<file path="config.mk">
export PLATFORM = sky130hd
export DESIGN_NAME = psum_recirculator
export DESIGN_NICKNAME = d
export VERILOG_FILES = /design/src/rtl/cnn_pkg.sv /design/src/rtl/psum_recirculator_sat_add.sv /design/src/rtl/psum_recirculator.sv
export SDC_FILE = /design/constraint.sdc
export NUM_CORES = 1
export LEC_CHECK = 0
export ABC_CLOCK_PERIOD_IN_PS = 1440
export BUFFER_PORTS_ARGS = -buffer_cell sky130_fd_sc_hd__buf_2
export CAP_MARGIN = 10
export CELL_PAD_IN_SITES_DETAIL_PLACEMENT = 1
export CELL_PAD_IN_SITES_GLOBAL_PLACEMENT = 1
export CORE_ASPECT_RATIO = 0.8
export CORE_MARGIN = 1
export CORE_UTILIZATION = 32
export CTS_CLUSTER_SIZE = 16
export DETAILED_ROUTE_END_ITERATION = 12
export PLACE_DENSITY = 0.84
export SYNTH_ARGS = -nofsm -noshare
export SYNTH_HDL_FRONTEND = slang
export SYNTH_HIERARCHICAL = 1
export SYNTH_SLANG_ARGS = --single-unit
</file>
<file path="constraint.sdc">
create_clock -name clk -period 1.44 [get_ports clk]
set_input_delay 0.144 -clock clk [delete_from_list [all_inputs] [get_ports clk]]
set_output_delay 0.144 -clock clk [all_outputs]
set_load 0.02 [all_outputs]
</file>
<file path="src/rtl/cnn_pkg.sv">
// Shared CNN definitions: default buffer widths and the psum recirculator FSM states.
package cnn_pkg;

  localparam int RESULT_BUFFER_WIDTH_DEF = 16;
  localparam int PSUM_BUFFER_WIDTH_DEF   = 16;
  localparam int COUNT_WIDTH_DEF         = 7;

  typedef enum logic [2:0] {
    ST_IDLE,
    ST_REQ,
    ST_HOLD,
    ST_GAP,
    ST_DONE
  } recirc_state_t;

endpackage

</file>
<file path="src/rtl/psum_recirculator_sat_add.sv">
// W-bit signed two's-complement adder that clamps to the representable range.
module sat_add #(
  parameter int W = 16
) (
  input  logic signed [W-1:0] a,
  input  logic signed [W-1:0] b,
  output logic signed [W-1:0] y
);

  function automatic logic signed [W-1:0] sat_sum(input logic signed [W:0] s);
    // Sign bits disagree only when the true sum left the W-bit range.
    if (s[W] != s[W-1]) begin
      return s[W] ? {1'b1, {(W-1){1'b0}}} : {1'b0, {(W-1){1'b1}}};
    end
    return s[W-1:0];
  endfunction

  always_comb begin
    y = sat_sum({a[W-1], a} + {b[W-1], b});
  end

endmodule

</file>
<file path="src/rtl/psum_recirculator.sv">
// Moves result-buffer words into the psum buffer, one read per write.
// Optional PSUM_RECIRC_BIAS_EN adds a saturating signed bias to every captured word.
module psum_recirculator
  import cnn_pkg::*;
#(
  parameter int RESULT_BUFFER_WIDTH = RESULT_BUFFER_WIDTH_DEF,
  parameter int PSUM_BUFFER_WIDTH   = PSUM_BUFFER_WIDTH_DEF,
  parameter int COUNT_WIDTH         = COUNT_WIDTH_DEF
) (
  input  logic                           clk,
  input  logic                           reset,
  input  logic                           start,
  input  logic [COUNT_WIDTH-1:0]         word_count,
  output logic                           busy,
  output logic                           done,
  output logic [COUNT_WIDTH-1:0]         words_moved,
  input  logic [RESULT_BUFFER_WIDTH-1:0] result_buffer_out,
  input  logic                           result_buffer_empty,
  input  logic                           result_buffer_valid,
  output logic                           result_buffer_read_enable,
  output logic [PSUM_BUFFER_WIDTH-1:0]   psum_buffer_in,
  output logic                           psum_buffer_wen,
  input  logic                           psum_buffer_ready
`ifdef PSUM_RECIRC_BIAS_EN
  ,
  input  logic signed [PSUM_BUFFER_WIDTH-1:0] bias
`endif
);

  localparam logic [COUNT_WIDTH-1:0] CNT_ONE = COUNT_WIDTH'(1);

  if (PSUM_BUFFER_WIDTH != RESULT_BUFFER_WIDTH) begin : g_width_check
    $error("psum_recirculator: PSUM_BUFFER_WIDTH must equal RESULT_BUFFER_WIDTH");
  end

  recirc_state_t                state, state_nxt;
  logic [COUNT_WIDTH-1:0]       remaining;
  logic [PSUM_BUFFER_WIDTH-1:0] capture_word;
  logic                         rd_fire;
  logic                         wr_fire;

`ifdef PSUM_RECIRC_BIAS_EN
  logic signed [PSUM_BUFFER_WIDTH-1:0] biased_word;

  sat_add #(.W(PSUM_BUFFER_WIDTH)) u_sat_add (
    .a (result_buffer_out),
    .b (bias),
    .y (biased_word)
  );

  assign capture_word = biased_word;
`else
  assign capture_word = result_buffer_out;
`endif

  assign result_buffer_read_enable = (state == ST_REQ) && !result_buffer_empty;
  assign psum_buffer_wen           = (state == ST_HOLD);
  assign busy                      = (state != ST_IDLE);
  assign done                      = (state == ST_DONE);
  assign rd_fire                   = result_buffer_read_enable && result_buffer_valid;
  assign wr_fire                   = psum_buffer_wen && psum_buffer_ready;

  always_comb begin
    state_nxt = state;
    unique case (state)
      ST_IDLE: if (start) state_nxt = (word_count == '0) ? ST_DONE : ST_REQ;
      ST_REQ:  if (rd_fire) state_nxt = ST_HOLD;
      ST_HOLD: if (wr_fire) state_nxt = (remaining == CNT_ONE) ? ST_DONE : ST_GAP;
      // GAP forces a fresh request so each read yields exactly one word.
      ST_GAP:  state_nxt = ST_REQ;
      ST_DONE: state_nxt = ST_IDLE;
      default: state_nxt = ST_IDLE;
    endcase
  end

  always_ff @(posedge clk) begin
    if (!reset) begin
      state          <= ST_IDLE;
      remaining      <= '0;
      words_moved    <= '0;
      psum_buffer_in <= '0;
    end else begin
      state <= state_nxt;
      if (state == ST_IDLE && start && word_count != '0) begin
        remaining   <= word_count;
        words_moved <= '0;
      end
      if (rd_fire) psum_buffer_in <= capture_word;
      if (wr_fire) begin
        remaining   <= remaining - CNT_ONE;
        words_moved <= words_moved + CNT_ONE;
      end
    end
  end

endmodule

</file>
==> run metrics, run 1 <==
instance count of the mapped netlist 190; fraction of registers with async set or reset after synthesis 0%; global-route wire length before repair 7.78 mm; overflow left after global routing 0; max-capacitance violation count 0; total wire length 5.04 mm; final setup violation count 4; maximum clock frequency 680 MHz; portion of the clock cycle consumed by the worst path in the final layout 102%; vias in the first global route 1657; nets in the synthesized netlist 222; vertical die dimension 66.4 microns; data arrival time of the worst path 1.65 ns; Power, Total 2.31 mW; worst voltage drop across the vdd grid 0.479 mV; area of the mapped netlist 1660 sq um; H-tree Lvls 2; area of the multi-input gates 963 sq um; via total after detailed routing 1706; crit path max-delay cell type dfxtp_4; hold path start result_buffer_out[6]; failing checks negative setup slack; biggest area contributors in the synthesized netlist dfxtp_1, nand2_1, a21oi_1; pin count of the biggest net entering global routing 29; type of destination of the critical path register; Worst-Margin Slew 0.419 ns; Register-to-Register Path Depth 3; number of nets in the layout 300; syn avg cell area 8.72 sq um; Num Clock Sinks 33; overall track demand over capacity in global routing 18.9%; crit path max fanout 6; share of cells above drive strength 1 46.1%; total CTS buffers 5; overall die area 5470 sq um; first-iteration detailed-routing DRC count 52; Detail Placement HPWL 3.58 mm; Area Growth Syn to Fin 43.6%; initial antenna violation count 0; DR DRC count 0; smallest setup slack after layout -0.0298 ns; WL per Instance 15.2 microns; critical path cell sequence or2_2 -> a211o_1 -> a2111oi_4; end point of the most critical hold path psum_buffer_in[6]; clock latency reported for the late side of the worst-skew pair 0.28 ns; primary flip-flop cell chosen by synthesis mapping dfxtp_1; critical path's largest stage delay 0.37 ns; outcome finished with violations; area used by sequential logic in the layout 671 sq um; remaining antenna violation count 0; count of buffers inserted at the top-level ports 55; clock tree from TritonCTS done; largest delay contributor family on the critical path compound AO/OA/AOI/OAI gates; final max-slew violation count 0; master cell of the clock root buffer clkbuf_8; number of synthesized flops with an enable pin 0; placeable core area 5010 sq um; Min-Delay Path Depth 3; Die Span X 82.4 microns; category of the critical setup timing path reg -> reg; smallest hold slack 0.0943 ns; worst-case register-to-register setup slack -0.03 ns; final instance area 2380 sq um; Worst slew margin 71.9%; Critical R2R Capture state[0]; number of library cell types mapped by synthesis 48; crit path buf inv count 0; worst clock skew 0.00731 ns; origin of the critical flop-to-flop path state[1]; number of synthesized register bits 33; iteration count of the initial detailed-routing pass 5; setup total negative slack -0.109 ns; sequential share of the synthesized area 39.9%; Worst Hold Class in -> reg; clock-pin slew on the worst setup and hold paths 0.07 ns; leakage power figure 1.04 nW; ANT cells 0; total placed instance area 2150 sq um; Via-to-Cell Ratio 5.15; minimum clock period after layout 1.47 ns; starting density of the core 33.1%; required time of the critical path 1.62 ns; total count of hold-check failures in the final report 0; number of primary I/O pins 56; count of standard-cell rows 23; Layout fillers 621; total number of yosys warnings 6; proportion of netlist area held by the largest area contributor 39.9%; maximum clock path buffer count 2; Worst Setup Start Kind register; Placer Congestion 0.827; unrepaired setup endpoints after global routing yes; total power density per cell area 973 nW/um^2; most area-hungry cell type in the Yosys netlist dfxtp_1
-- Yosys cell counts, types with 3 or more instances --
cell / instances
dfxtp_1: 33
inv_1: 7
o21ai_0: 4
clkbuf_8: 3
nand4_1: 3
a21oi_2: 6
clkbuf_1: 4
ha_1: 3
nor2_1: 7
nand3_1: 7
a21oi_1: 24
nand3_2: 5
nand2_1: 39
-- layer usage --
| metal | vias up | GRT usage (%) | part of all wire (%) | wire (microns) |
|---|---|---|---|---|
| met2 | 33 | 31.5 | 51 | 2570 |
| met5 | - | 0 | 0 | 0 |
| li1 | 837 | - | - | - |
| met1 | 828 | 23.6 | 45 | 2250 |
| met4 | 0 | 6.80 | 1.6 | 80 |
| met3 | 8 | 4.00 | 2.8 | 142 |
-- flip-flops by register name (all words and copies together) (netlist names) --
| name | flops |
|---|---|
| words_moved | 7 |
| remaining | 7 |
| state | 3 |
| psum_buffer_in | 16 |
-- worst min-delay path: cells and delay by family --
kind	cells	cell delay (ns)
AOI/OAI and AO/OA	1	0.05
buffers and inverters	1	0.10
and+or+nand+nor	1	0.05
-- kinds of logic (layout without fill, tap and decap cells) --
logic type	after synthesis	after routing	share of synthesized area, %
simple gates	81	81	27.3
compound gates	53	53	22.7
flops	33	33	39.9
buf+inv	19	98	7.25
fa+ha+maj	3	3	2.27
mux	1	1	0.604
-- how the worst max path moves through the flow --
stage / from / to / slack (ns) / cells past startpoint
3_5_place_dp: word_count[3] / remaining[5] / -0.24 / 6
5_1_grt: state[2] / remaining[5] / -0.09 / 5
2_1_floorplan: state[0] / remaining[5] / -0.06 / 5
3_3_place_gp: word_count[3] / state[2] / -0.21 / 6
4_1_cts: state[1] / remaining[5] / -0.06 / 5
6_report: state[1] / state[0] / -0.03 / 3
-- timing repair --
| action | CTS | global route |
|---|---|---|
| pin swaps | 10 | 5 |
| hold buffers | 0 | 0 |
| gates resized for setup | 13 | 7 |
| endpoints found under the setup margin | 27 | 35 |
| setup buffers | 4 | 0 |
-- report_power, final --
part           total, mW  switching [mW]  internal, mW
clock              0.908           0.344         0.564
sequential         0.974          0.0295         0.944
combinational      0.433           0.226         0.207
total               2.31           0.599          1.72
-- layout by cell type (no fill, tap or decap), types with 2 or more instances in the layout --
cell type,netlist,routed
dfxtp_1,33,29
nand3_2,5,5
a21oi_1,24,24
nor2_1,7,6
nand3_1,7,6
or3_1,2,2
dfxtp_4,0,2
buf_6,2,3
o31ai_1,2,2
a311oi_2,0,2
nand2_1,39,38
buf_4,0,24
buf_2,2,54
nand4_1,3,3
nor4b_4,1,2
and3b_1,2,2
o21ai_0,4,4
inv_1,7,7
a21oi_2,6,6
clkbuf_8,3,6
buf_12,0,2
ha_1,3,2
nor3_1,2,2
dfxtp_2,0,2
a2bb2oi_1,2,2
-- stage by stage --
| step | setup WS, ns | util (%) | cells |
|---|---|---|---|
| 2_1_floorplan | -0.0628 | - | 190 |
| 3_3_place_gp | -0.205 | 42.9 | 320 |
| 3_5_place_dp | -0.244 | 42.9 | 320 |
| 4_1_cts | -0.0559 | 46.5 | 331 |
| 5_1_grt | -0.0915 | 47.5 | 331 |
| 6_report | -0.0298 | 47.5 | 331 |
-- final cells by class --
type                    instances  share of cell area, %
clock buffers                   7                   3.63
clock inverters                 1                   1.26
inverters                       7                   1.10
multi-input cells             138                   40.5
flip-flops and latches         33                   28.2
well taps                      62                   3.26
repair buffers                 83                   22.0
Power figures use the tool's default switching activity.
==> run 2, diff against run 1 <==
--- a/config.mk
+++ b/config.mk
@@ -5,7 +5,7 @@
 export SDC_FILE = /design/constraint.sdc
 export NUM_CORES = 1
 export LEC_CHECK = 0
-export ABC_CLOCK_PERIOD_IN_PS = 1440
+export ABC_CLOCK_PERIOD_IN_PS = 1300
 export BUFFER_PORTS_ARGS = -buffer_cell sky130_fd_sc_hd__buf_2
 export CAP_MARGIN = 10
 export CELL_PAD_IN_SITES_DETAIL_PLACEMENT = 1
==> constraint.sdc (replaced) <==
create_clock -name clk -period 1.3 [get_ports clk]
set_input_delay 0.13 -clock clk [delete_from_list [all_inputs] [get_ports clk]]
set_output_delay 0.13 -clock clk [all_outputs]
set_load 0.02 [all_outputs]
==> run 2 against run 1 <==
Net effect:
- the run still ends with negative setup slack left
- sequential cell count unchanged
- setup slack got worse by 0.20 ns
- maximum frequency fell by 4.2%
==> run metrics, run 2 (same netlist as run 1, synthesis figures left out) <==
outcome finished with violations; failing checks negative setup slack; pin count of the biggest net entering global routing 18 (-38%); Worst Setup Start Kind register; Num Clock Sinks 33 (unchanged); total power density per cell area 953 nW/um^2 (-2.1%); smallest hold slack 0.0625 ns (-0.0319 ns); master cell of the clock root buffer clkbuf_8; minimum clock period after layout 1.53 ns (+0.0640 ns); Detail Placement HPWL 3.86 mm (+7.6%); ANT cells 0 (unchanged); leading cell types in the layout, fill and taps excluded buf_2, buf_4, dfxtp_1, a21oi_2; leakage power figure 1.30 nW (+25%); clock-pin slew on the worst setup and hold paths 0.08 ns (about the same); Placer Congestion 0.804 (-2.7%); number of primary I/O pins 56 (unchanged); overall die area 5470 sq um (unchanged); Min-Delay Path Depth 3 (unchanged); H-tree Lvls 2 (unchanged); Via-to-Cell Ratio 5.22 (+1.2%); Area Growth Syn to Fin 75.3%; unrepaired setup endpoints after global routing yes; DR DRC count 0 (unchanged); most frequent standard cell in the layout excluding fill and tap cells buf_2; crit path max fanout 4 (-2); hold path start result_buffer_out[5]; required time of the critical path 1.48 ns (-0.14 ns); worst voltage drop across the vdd grid 0.564 mV (+18%); Layout fillers 571 (-8.1%); placeable core area 5010 sq um (unchanged); vias in the first global route 1803 (+8.8%); dpl ws -0.431 ns (-0.187 ns); via total after detailed routing 1842 (+8.0%); portion of the clock cycle consumed by the worst path in the final layout 118% (+16 points); non-filler cells in the finished layout 353 (+6.6%); total CTS buffers 5 (unchanged); end point of the most critical hold path psum_buffer_in[5]; origin of the critical flop-to-flop path state[0]; overflow left after global routing 0 (unchanged); clock latency reported for the late side of the worst-skew pair 0.30 ns (+0.02 ns); Critical R2R Capture remaining[5]; count of buffers inserted at the top-level ports 55 (unchanged); worst clock skew 0.0116 ns (+0.00434 ns); Worst-Margin Slew 0.548 ns (+0.129 ns); # placed instances 331 (+3.4%); first-iteration detailed-routing DRC count 47 (-9.6%); type of destination of the critical path register; iteration count of the initial detailed-routing pass 4 (-1); Top Registers psum_buffer_in x16, remaining x7, words_moved x7; final setup violation count 37 (+33); clock tree from TritonCTS done; remaining antenna violation count 0 (unchanged); Worst Hold Class in -> reg; category of the critical setup timing path reg -> reg; smallest setup slack after layout -0.234 ns (-0.204 ns); Register-to-Register Path Depth 4 (+1); starting density of the core 33.1% (unchanged); count of standard-cell rows 23 (unchanged); final max-slew violation count 0 (unchanged); WL per Instance 19.1 microns (+25%); number of flip-flops in the largest register 16 (unchanged); Worst slew margin 63.3% (-8.5 points); total wire length 6.74 mm (+34%); max-capacitance violation count 0 (unchanged); maximum clock path buffer count 2 (unchanged); total count of hold-check failures in the final report 0 (unchanged); data arrival time of the worst path 1.71 ns (+0.06 ns); register with the most flip-flops psum_buffer_in; number of nets in the layout 322 (+7.3%); maximum clock frequency 652 MHz (-4.2%); initial antenna violation count 0 (unchanged); total placed instance area 2250 sq um (+4.8%); setup total negative slack -5.22 ns (-5.11 ns); overall track demand over capacity in global routing 22.3% (+3.5 points); vertical die dimension 66.4 microns (unchanged); worst-case register-to-register setup slack -0.23 ns (-0.20 ns); share of cells above drive strength 1 70.1% (+24 points); Die Span X 82.4 microns (unchanged); final instance area 2900 sq um (+22%); global-route wire length before repair 8.86 mm (+14%)
-- run 2: what timing repair did --
action / CTS / global route
gates resized for setup: 27 / 80
pin swaps: 5 / 40
hold buffers: 0 / 0
setup buffers: 9 / 5
endpoints found under the setup margin: 37 / 37
cloned: 0 / 1
-- run 2: routing by layer --
layer | vias up | global-route usage, % | wire length (microns) | part of all wire [%]
met2 | 44 | 39.8 | 3620 | 54
met1 | 911 | 25.7 | 2780 | 41
met3 | 10 | 5.52 | 208 | 3.1
met5 | - | 0 | 0 | 0
met4 | 0 | 7.24 | 128 | 1.9
li1 | 877 | - | - | -
-- run 2: where the power goes --
group / total [mW] / internal [mW] / switching (mW) / leakage [nW]
Combinational: 0.647 / 0.308 / 0.339 / 0.967
Sequential: 1.08 / 1.05 / 0.0313 / 0.272
Clock: 1.04 / 0.626 / 0.416 / 0.0585
Total: 2.77 / 1.98 / 0.786 / 1.30
-- run 2: how the worst max path moves through the flow --
| stage | startpoint | to | slack [ns] | cells past startpoint |
|---|---|---|---|---|
| after floorplan | state[0] | remaining[5] | -0.20 | 5 |
| after global placement | word_count[3] | state[0] | -0.35 | 6 |
| after detailed placement | word_count[3] | words_moved[3] | -0.43 | 6 |
| after CTS | state[0] | remaining[5] | -0.17 | 4 |
| after global routing | state[1] | psum_buffer_in[9] | -0.28 | 6 |
| final | state[0] | remaining[5] | -0.23 | 4 |
-- run 2: cell type report --
cell class,instances,area (sq um),area share [%]
Sequential cell,33,678,23.4
Multi-Input combinational cell,138,1230,42.4
Tap cell,62,77.6,2.67
Clock buffer,7,86.3,2.97
Timing Repair Buffer,105,773,26.6
Inverter,7,26.3,0.905
Clock inverter,1,30.0,1.03
-- run 2: critical path: stages, from the launching register on --
cell,delay [ns]
dfxtp_4,0.37
and4bb_4,0.37
nand3_4,0.09
or3_4,0.33
a41o_1,0.25
-- run 2: stage by stage --
step	util (%)	total power, mW
floorplan	-	1.35
global placement	45.0	1.55
detailed placement	45.0	1.56
CTS	50.8	2.63
global route	58.0	2.87
finish	58.0	2.77
==> run 3, diff against run 2 <==
--- a/config.mk
+++ b/config.mk
@@ -5,17 +5,17 @@
 export SDC_FILE = /design/constraint.sdc
 export NUM_CORES = 1
 export LEC_CHECK = 0
-export ABC_CLOCK_PERIOD_IN_PS = 1300
+export ABC_CLOCK_PERIOD_IN_PS = 1700
 export BUFFER_PORTS_ARGS = -buffer_cell sky130_fd_sc_hd__buf_2
 export CAP_MARGIN = 10
 export CELL_PAD_IN_SITES_DETAIL_PLACEMENT = 1
 export CELL_PAD_IN_SITES_GLOBAL_PLACEMENT = 1
 export CORE_ASPECT_RATIO = 0.8
 export CORE_MARGIN = 1
-export CORE_UTILIZATION = 32
+export CORE_UTILIZATION = 36
 export CTS_CLUSTER_SIZE = 16
 export DETAILED_ROUTE_END_ITERATION = 12
-export PLACE_DENSITY = 0.84
+export PLACE_DENSITY = 0.89
 export SYNTH_ARGS = -nofsm -noshare
 export SYNTH_HDL_FRONTEND = slang
 export SYNTH_HIERARCHICAL = 1
==> constraint.sdc (replaced) <==
create_clock -name clk -period 1.7 [get_ports clk]
set_input_delay 0.17 -clock clk [delete_from_list [all_inputs] [get_ports clk]]
set_output_delay 0.17 -clock clk [all_outputs]
set_load 0.02 [all_outputs]
==> run 3 against run 2 <==
Net effect:
- the run now ends clean
- routed wire length down 33%
- cell count down 11%
- die area down 11%
- power down 39%
- sequential power down 23%
- core utilization down 8.4 points
- register-to-register slack better by 0.34 ns
- clock skew down 0.0038 ns
- final area down 26%
- sequential share of layout area up 7.6 points
- via count down 14%
- global-route usage down 2.4 points
- largest cell class unchanged
==> run metrics, run 3 (same netlist as run 1, synthesis figures left out) <==
portion of the clock cycle consumed by the worst path in the final layout 93.5% (-24 points); overall track demand over capacity in global routing 19.9% (-2.4 points); number of hold-repair buffers added at the cts stage 0 (unchanged); Worst-Margin Slew 0.389 ns (-0.159 ns); setup total negative slack 0 ns (+5.22 ns); met1 GRT Util 24.9% (-0.88 points); final max-slew violation count 0 (unchanged); count of buffers inserted at the top-level ports 55 (unchanged); pin count of the biggest net entering global routing 18 (unchanged); category of the critical setup timing path reg -> reg; maximum clock path buffer count 2 (unchanged); register with the most flip-flops psum_buffer_in; count of standard-cell rows 21 (-8.7%); worst voltage drop across the vdd grid 0.500 mV (-11%); number of flip-flops in the largest register 16 (unchanged); end point of the most critical hold path psum_buffer_in[5]; global routing's busiest layer met2; master cell of the clock root buffer clkbuf_8; GRT met3 Usage 4.38% (-1.1 points); Register-to-Register Path Depth 5 (+1); max-capacitance violation count 0 (unchanged); number of primary I/O pins 56 (unchanged); crit path max-delay cell type a2111oi_2; type of destination of the critical path register; clock tree from TritonCTS done; clock-pin slew on the worst setup and hold paths 0.07 ns (about the same); overflow left after global routing 0 (unchanged); critical path cell sequence inv_1 -> ha_1 -> and3b_1 -> a211o_1 -> a2111oi_2; WL per Instance 14.3 microns (-25%); Placer Congestion 0.839 (+4.4%); Layout fillers 565 (-1.1%); leakage power figure 0.930 nW (-28%); placeable core area 4310 sq um (-14%); DR DRC count 0 (unchanged); iteration count of the initial detailed-routing pass 4 (unchanged); # placed instances 305 (-7.9%); hold path start result_buffer_out[5]; leading cell types in the layout, fill and taps excluded buf_2, nand2_1, dfxtp_1, a21oi_1, buf_4; number of nets in the layout 287 (-11%); Worst Hold Class in -> reg; largest delay contributor family on the critical path compound AO/OA/AOI/OAI gates; outcome completed; Setup Fix Bufs, Post-CTS 0 (-9); starting density of the core 38.4% (+5.4 points); minimum clock period after layout 1.59 ns (+0.0563 ns); Detail Placement HPWL 3.42 mm (-11%); total count of hold-check failures in the final report 0 (unchanged); worst clock skew 0.00785 ns (-0.00379 ns); worst-case register-to-register setup slack 0.11 ns (+0.34 ns); initial antenna violation count 0 (unchanged); Die Span X 77.8 microns (-5.6%); vias in the first global route 1601 (-11%); required time of the critical path 1.88 ns (+0.40 ns); Num Clock Sinks 33 (unchanged); first-iteration detailed-routing DRC count 49 (+4.3%); Top Registers psum_buffer_in x16, remaining x7, words_moved x7; via total after detailed routing 1586 (-14%); crit path buf inv count 1 (+1); vertical die dimension 62.7 microns (-5.5%); maximum clock frequency 629 MHz (-3.5%); dpl ws 0.00213 ns (+0.433 ns); data arrival time of the worst path 1.77 ns (+0.06 ns); clock latency reported for the late side of the worst-skew pair 0.28 ns (-0.02 ns); final setup violation count 0 (-100%); met2 Use GR 33.7% (-6.0 points); Via-to-Cell Ratio 5.07 (-2.9%); global-route wire length before repair 7.48 mm (-16%); origin of the critical flop-to-flop path remaining[1]; Min-Delay Path Depth 3 (unchanged); unrepaired setup endpoints after global routing no; crit path max fanout 4 (unchanged); ANT cells 0 (unchanged); total power density per cell area 791 nW/um^2 (-17%); remaining antenna violation count 0 (unchanged); overall die area 4880 sq um (-11%); share of cells above drive strength 1 39.1% (-31 points); total wire length 4.49 mm (-33%); non-filler cells in the finished layout 313 (-11%); Worst slew margin 73.8% (+10 points); Critical R2R Capture state[0]; total CTS buffers 5 (unchanged); most frequent standard cell in the layout excluding fill and tap cells buf_2; H-tree Lvls 2 (unchanged); Worst Setup Start Kind register; Area Growth Syn to Fin 29.1%; critical path's largest stage delay 0.37 ns (about the same); smallest setup slack after layout 0.110 ns (+0.344 ns)
-- run 3: changes by cell type in the layout (fill, tap and decap cells not counted), moves of 3 or more --
cell	change
a21oi_1	+19
a21oi_2	-18
buf_2	+6
buf_4	-24
buf_6	-14
dfxtp_1	+7
dfxtp_2	-4
dfxtp_4	-3
nand2_1	+24
nand2_2	-9
nand2_4	-15
-- run 3: cell type report --
cell class                 count  area (sq um)  area share [%]
sequential                    33           662            31.0
clock inverter                 2          10.0           0.468
inverter                       7          26.3            1.23
tap                           57          71.3            3.34
timing repair buffer          70           400            18.7
clock buffer                   6          72.6            3.39
multi-input combinational    138           896            41.9
-- run 3: layer usage --
metal,up-vias,wire length (microns)
li1,806,-
met1,745,2130
met2,28,2170
met3,7,118
met4,0,68
met5,-,0
-- run 3: how the worst max path moves through the flow --
stage	start	end	slack, ns	depth (start not counted)
floorplan	state[1]	state[1]	0.09	4
global placement	word_count[3]	words_moved[5]	0.03	6
detailed placement	remaining[1]	state[0]	0.002	5
CTS	remaining[1]	state[0]	0.02	5
global route	state[1]	psum_buffer_wen	0.007	3
finish	remaining[1]	state[0]	0.11	5
-- run 3: what timing repair did --
action                                  in CTS  in global routing
pin swaps                                    0                  0
endpoints found under the setup margin       2                  1
gates resized for setup                      2                  2
-- run 3: power breakdown --
part / switching [mW] / internal, mW / total [mW]
clock network: 0.283 / 0.284 / 0.566
registers: 0.0253 / 0.802 / 0.827
logic: 0.166 / 0.131 / 0.297
-- run 3: metrics by stage --
stage,area [sq um],total power [mW],hold slack (ns),utilization [%]
global placement,2040,1.13,0.412,47.4
finish,2140,1.69,0.124,49.6
detailed placement,2040,1.14,0.417,47.4
floorplan,1670,1.02,0.304,-
CTS,2130,1.72,0.116,49.5
global route,2140,1.79,0.124,49.6
-- run 3: tightest hold or removal path, stage by stage --
cell	delay (ns)
buf_2	0.09
nand2_1	0.05
a21oi_1	0.05
